==> config.mk <==
export PLATFORM = sky130hd
export DESIGN_NAME = sp_ram_arbiter
export DESIGN_NICKNAME = d
export VERILOG_FILES = /design/src/rtl/sp_ram_arbiter.sv
export SDC_FILE = /design/constraint.sdc
export NUM_CORES = 1
export LEC_CHECK = 0
export ABC_AREA = 1
export BUFFER_PORTS_ARGS = -buffer_cell sky130_fd_sc_hd__buf_4
export CORE_AREA = 2 2 101 103
export CTS_BUF_LIST = sky130_fd_sc_hd__clkbuf_8
export DETAILED_ROUTE_END_ITERATION = 10
export DIE_AREA = 0 0 103 105
export GPL_TIMING_DRIVEN = 0
export PLACE_DENSITY_LB_ADDON = 0.15
export SLEW_MARGIN = 20
export SYNTH_ARGS = -nofsm -noshare
export SYNTH_HDL_FRONTEND = slang
export SYNTH_SLANG_ARGS = --single-unit
export TNS_END_PERCENT = 100
==> constraint.sdc <==
create_clock -name clk -period 1.6 [get_ports clk]
set_input_delay 0.32 -clock clk [delete_from_list [all_inputs] [get_ports clk]]
set_output_delay 0.32 -clock clk [all_outputs]
set_load 0.005 [all_outputs]
==> src/rtl/sp_ram_arbiter.sv <==
// Two-master round-robin arbiter with burst cap in front of the single-port data RAM.
// Optional wait-cycle counters per master when SP_RAM_ARB_PERF_EN is defined.
module sp_ram_arbiter #(
   parameter int unsigned ADDR_WIDTH = 15,
   parameter int unsigned DATA_WIDTH = 32,
   parameter int unsigned MAX_BURST  = 8
) (
   input  logic                    clk,
   input  logic                    rst_i,
   input  logic                    m0_req_i,
   output logic                    m0_gnt_o,
   input  logic [ADDR_WIDTH-1:0]   m0_addr_i,
   input  logic                    m0_we_i,
   input  logic [DATA_WIDTH/8-1:0] m0_be_i,
   input  logic [DATA_WIDTH-1:0]   m0_wdata_i,
   output logic                    m0_rvalid_o,
   output logic [DATA_WIDTH-1:0]   m0_rdata_o,
   input  logic                    m1_req_i,
   output logic                    m1_gnt_o,
   input  logic [ADDR_WIDTH-1:0]   m1_addr_i,
   input  logic                    m1_we_i,
   input  logic [DATA_WIDTH/8-1:0] m1_be_i,
   input  logic [DATA_WIDTH-1:0]   m1_wdata_i,
   output logic                    m1_rvalid_o,
   output logic [DATA_WIDTH-1:0]   m1_rdata_o,
   output logic                    ram_en_o,
   output logic [ADDR_WIDTH-1:0]   ram_addr_o,
   output logic                    ram_we_o,
   output logic [DATA_WIDTH/8-1:0] ram_be_o,
   output logic [DATA_WIDTH-1:0]   ram_wdata_o,
`ifdef SP_RAM_ARB_PERF_EN
   input  logic [DATA_WIDTH-1:0]   ram_rdata_i,
   output logic [31:0]             m0_wait_cnt_o,
   output logic [31:0]             m1_wait_cnt_o
`else
   input  logic [DATA_WIDTH-1:0]   ram_rdata_i
`endif
);

   localparam int unsigned CntW = $clog2(MAX_BURST + 1);
   localparam logic [CntW-1:0] BurstMax = CntW'(MAX_BURST);

   logic            m0_req, m1_req;
   logic            grant_any, winner;
   logic            last_owner_q, last_owner_d;
   logic [CntW-1:0] burst_cnt_q, burst_cnt_d;
   logic            rsp_valid_q, rsp_valid_d;
   logic            rsp_owner_q, rsp_owner_d;

   assign m0_req    = m0_req_i & ~rst_i;
   assign m1_req    = m1_req_i & ~rst_i;
   assign grant_any = m0_req | m1_req;

   always_comb begin
      winner = last_owner_q;
      if (m0_req && m1_req) begin
         // A zero count means the previous cycle was idle, so there is no burst to continue.
         if (burst_cnt_q != '0 && burst_cnt_q < BurstMax) begin
            winner = last_owner_q;
         end else begin
            winner = ~last_owner_q;
         end
      end else if (m0_req) begin
         winner = 1'b0;
      end else if (m1_req) begin
         winner = 1'b1;
      end
   end

   assign m0_gnt_o = grant_any & ~winner;
   assign m1_gnt_o = grant_any & winner;

   always_comb begin
      ram_en_o    = grant_any;
      ram_addr_o  = '0;
      ram_we_o    = 1'b0;
      ram_be_o    = '0;
      ram_wdata_o = '0;
      if (m0_gnt_o) begin
         ram_addr_o  = m0_addr_i;
         ram_we_o    = m0_we_i;
         ram_be_o    = m0_be_i;
         ram_wdata_o = m0_wdata_i;
      end else if (m1_gnt_o) begin
         ram_addr_o  = m1_addr_i;
         ram_we_o    = m1_we_i;
         ram_be_o    = m1_be_i;
         ram_wdata_o = m1_wdata_i;
      end
   end

   always_comb begin
      last_owner_d = last_owner_q;
      burst_cnt_d  = burst_cnt_q;
      rsp_valid_d  = grant_any;
      rsp_owner_d  = winner;
      if (!grant_any) begin
         burst_cnt_d = '0;
      end else if (winner == last_owner_q) begin
         if (burst_cnt_q < BurstMax) begin
            burst_cnt_d = burst_cnt_q + CntW'(1);
         end
      end else begin
         last_owner_d = winner;
         burst_cnt_d  = CntW'(1);
      end
   end

   always_ff @(posedge clk or posedge rst_i) begin
      if (rst_i) begin
         last_owner_q <= 1'b1;
         burst_cnt_q  <= '0;
         rsp_valid_q  <= 1'b0;
         rsp_owner_q  <= 1'b0;
      end else begin
         last_owner_q <= last_owner_d;
         burst_cnt_q  <= burst_cnt_d;
         rsp_valid_q  <= rsp_valid_d;
         rsp_owner_q  <= rsp_owner_d;
      end
   end

   assign m0_rvalid_o = rsp_valid_q & ~rsp_owner_q;
   assign m1_rvalid_o = rsp_valid_q & rsp_owner_q;
   assign m0_rdata_o  = m0_rvalid_o ? ram_rdata_i : '0;
   assign m1_rdata_o  = m1_rvalid_o ? ram_rdata_i : '0;

`ifdef SP_RAM_ARB_PERF_EN
   logic [31:0] m0_wait_q, m0_wait_d;
   logic [31:0] m1_wait_q, m1_wait_d;

   always_comb begin
      m0_wait_d = m0_wait_q;
      m1_wait_d = m1_wait_q;
      if (m0_req && !m0_gnt_o) m0_wait_d = m0_wait_q + 32'd1;
      if (m1_req && !m1_gnt_o) m1_wait_d = m1_wait_q + 32'd1;
   end

   always_ff @(posedge clk or posedge rst_i) begin
      if (rst_i) begin
         m0_wait_q <= '0;
         m1_wait_q <= '0;
      end else begin
         m0_wait_q <= m0_wait_d;
         m1_wait_q <= m1_wait_d;
      end
   end

   assign m0_wait_cnt_o = m0_wait_q;
   assign m1_wait_cnt_o = m1_wait_q;
`endif

endmodule

==> results.toml <==
[die]
core-area_mm2 = 0.00964
start_util_pct = 18.2
die_w_um = 103
fp.dieH_um = 105
pin_count = 261
die-area_mm2 = 0.0108
rows = 36

[timing]
layout_min_cycle_time_ps = 2070
relSlewSlack_pct = 81.6
setup_ws_ps = -471
max_freq_mhz = 483
fin_crit_sh_pct = 129
hold_slack_ps = 111
tightestPinTransition_ps = 276
fin_setup_tns_ps = -22970
setup_viol = 54
hold_viol = 0
slew_violations = 0
skew_ps = 4.16
rsz0062_at_grt = "yes"

[logic_synthesis]
synth-edff-count = 0
synth_xor_area_share_pct = 0.999
ys_top_cells_by_count = "70 x nor2_1, 61 x nand2_1, 59 x nand3_1"
ys_seq_area_share_pct = 10.1
avgSynthCellArea_um2 = 5.10
netlist_instances = 344
synth_nets = 486
synth_top_area_share_pct = 19.6
synth_fa_ha_area_share_pct = 1.43
synth_compound_area_share_pct = 2.00
ys_types = 21
synthSimpleGateAreaFrac_pct = 66.2
synthFlopType = "dfrtp_1"
yosysTopAreaCell = "nand4_1"
ys_ff_latch = 7
synth_most_common_cell = "nor2_1"
async_flop_share_pct = 100
netlist_area_mm2 = 0.00175
synth_top_family_by_area = "simple AND/OR/NAND/NOR gates"
synthMuxAreaShare_pct = 0
synthTopCellsByArea = "nand4_1 20%, nand3_1 17%, nor2_1 15%"
yosys_warnings = 0

[cells_and_area]
finalNonFillerCells = 755
fillers = 1051
drive_gt1_share_pct = 56.4
area_delta_synth_final_pct = 146
finalInstanceArea_mm2 = 0.00431
fin_util_pct = 44.7
antenna_cells = 0
fin_nets = 765

[grt]
busiest_layer = "met2"
grt_pass1_vias = 3166
overflow = 0
grt_pass1_wl_um = 15300
grt_use_met1_pct = 18.2
grt_use_total_pct = 17.4
met2_usage_pct = 34.8
grt_max_degree = 12
grt_use_met3_pct = 3.41
antenna_found_initial = 0

[clocking]
clock_latency_ps = 230
clock_sinks = 7
cts_tree = "built"
clk_root_buffer_cell = "clkbuf_8"
cts_buffer_depth = 2
clk_pin_slew_ps = 40
h-tree-depth = 1
cts_made_buffers = 3

[place]
hpwl_um = 8550
dpl_cell_area_mm2 = 0.00394
place_inst = 737
io_buffers = 260
gp_congestion = 0.787

[power_and_ir_drop]
p_per_area_mw_per_mm2 = 460
p_sw_share_pct = 39.9
switchingPower_mw = 0.791
p_comb_share_pct = 77.0
p_leak_nw = 2.57
seqPwrFrac_pct = 10.6
p_int_mw = 1.19
vdd_drop_max_v = 0.000228
clkPwrFrac_pct = 12.4

[routing]
vias_per_cell = 4.47
dr_total_vias = 3376
drt_iter0_markers = 104
routed_wl_um = 10400
dr.pass1.iters = 5
drc = 0
wl_per_cell_um = 13.8
ant_nets = 0

[worst_setup_path]
r2r_cells = 10
cp-start-kind = "register"
worstPathArrival_ps = 1750
cp-startpoint = "burst_cnt_q[0]"
timing.rr.start = "burst_cnt_q[0]"
reg2reg_slack_ps = 210
worstSetupPathType = "register to output port"
cp_max_fo = 7
r2r-end = "rsp_owner_q"
required_ps = 1280
cp-end-kind = "output port"
endpoint = "ram_wdata_o[31]"

[job]
drv_cap = 0

[outcome]
status = "finished, violations left"
violations = "setup timing"

[worst_hold_path]
timing.hold.worst.class = "input pin to async pin"
[worst min path at each step]
stage | end | slack (ps) | start
2_1_floorplan | burst_cnt_q[0] | 90 | rst_i
3_5_place_dp | burst_cnt_q[2] | 260 | rst_i
6_report | last_owner_q | 110 | rst_i
4_1_cts | burst_cnt_q[3] | 0.8 | rst_i
3_3_place_gp | burst_cnt_q[1] | 260 | rst_i
5_1_grt | last_owner_q | 110 | rst_i
[repair_timing]
| item | 4_1_cts | 5_1_grt |
|---|---|---|
| pin swaps | 9 | 12 |
| gates cloned | 1 | 0 |
| hold buffers | 0 | 1 |
| hold endpoints to repair | 0 | 6 |
| setup buffers | 8 | 5 |
| setup endpoints to repair | 115 | 109 |
| gates resized for setup | 43 | 37 |
[sequential cells by signal, summed over array words and instances (netlist names)]
signal	flops
last_owner_q	1
burst_cnt_q	4
rsp_owner_q	1
rsp_valid_q	1
[final cells by class]
cell class                      instances  area (um2)  area share [%]
Clock inverter                          1        5.00           0.116
Inverter                               49         199            4.62
Tap cell                              133         166            3.86
Buffer                                 31         240            5.57
Clock buffer                            3        41.3           0.958
Sequential cell                         7         176            4.09
Timing Repair Buffer                  275        2110            49.0
Multi-Input combinational cell        256        1370            31.8
[power groups by stage]
stage	clock (mW)	sequential [mW]	combinational (mW)
floorplan	0	0.209	0.579
global placement	0	0.212	1.36
detailed placement	0	0.212	1.38
CTS	0.249	0.206	1.49
global route	0.260	0.212	1.67
finish	0.245	0.210	1.53
[stage by stage]
stage,total power [mW],setup WS (ps)
6_report,1.98,-471
5_1_grt,2.14,-583
4_1_cts,1.94,-507
3_5_place_dp,1.59,-585
3_3_place_gp,1.58,-543
2_1_floorplan,0.788,-43.4
[cells in the final DEF (no fill, tap or decap)]
cell / Yosys / routed
clkbuf_4: 0 / 3
xor2_1: 1 / 1
xnor2_1: 1 / 1
clkinv_4: 0 / 1
nor2_1: 70 / 59
buf_2: 16 / 11
o21ai_0: 2 / 2
dfstp_2: 1 / 1
buf_12: 0 / 1
nand2_2: 1 / 6
ha_2: 0 / 1
buf_4: 4 / 265
dlygate4sd3_1: 0 / 1
nand3_2: 0 / 11
dfrtp_1: 6 / 6
inv_6: 0 / 1
inv_4: 0 / 2
buf_8: 0 / 1
nand2_1: 61 / 53
ha_1: 2 / 1
clkbuf_8: 0 / 3
o22ai_4: 1 / 1
inv_1: 46 / 43
nor2_4: 1 / 2
nor2_2: 0 / 10
nand4_1: 55 / 55
buf_6: 0 / 19
clkinv_2: 0 / 1
nand2_8: 0 / 1
nand3_1: 59 / 48
clkbuf_2: 0 / 5
nand2_4: 1 / 3
a21oi_1: 1 / 1
inv_2: 3 / 2
[critical path, stage by stage, from the launching register on]
cell,delay (ps)
dfrtp_1,340
inv_1,50
ha_2,170
nand2_4,80
nand2_2,50
nand2_2,60
nand2_2,60
nand2_4,140
nand2_8,90
buf_6,140
buf_6,110
nand3_2,50
nand2_2,60
buf_6,110
[routing by layer]
layer,vias to the layer above,share of wire [%]
li1,1688,-
met1,1508,35
met2,172,55
met3,8,9.3
met4,0,0.94
met5,-,0
[kinds of logic after synthesis]
kind of cell / after synthesis
and+or+nand+nor: 248
buffers and inverters: 81
DFF: 7
AOI/OAI and AO/OA: 4
xor gates and xnor gates: 2
adders and majority gates: 2
(Power assumes the default switching activity.)
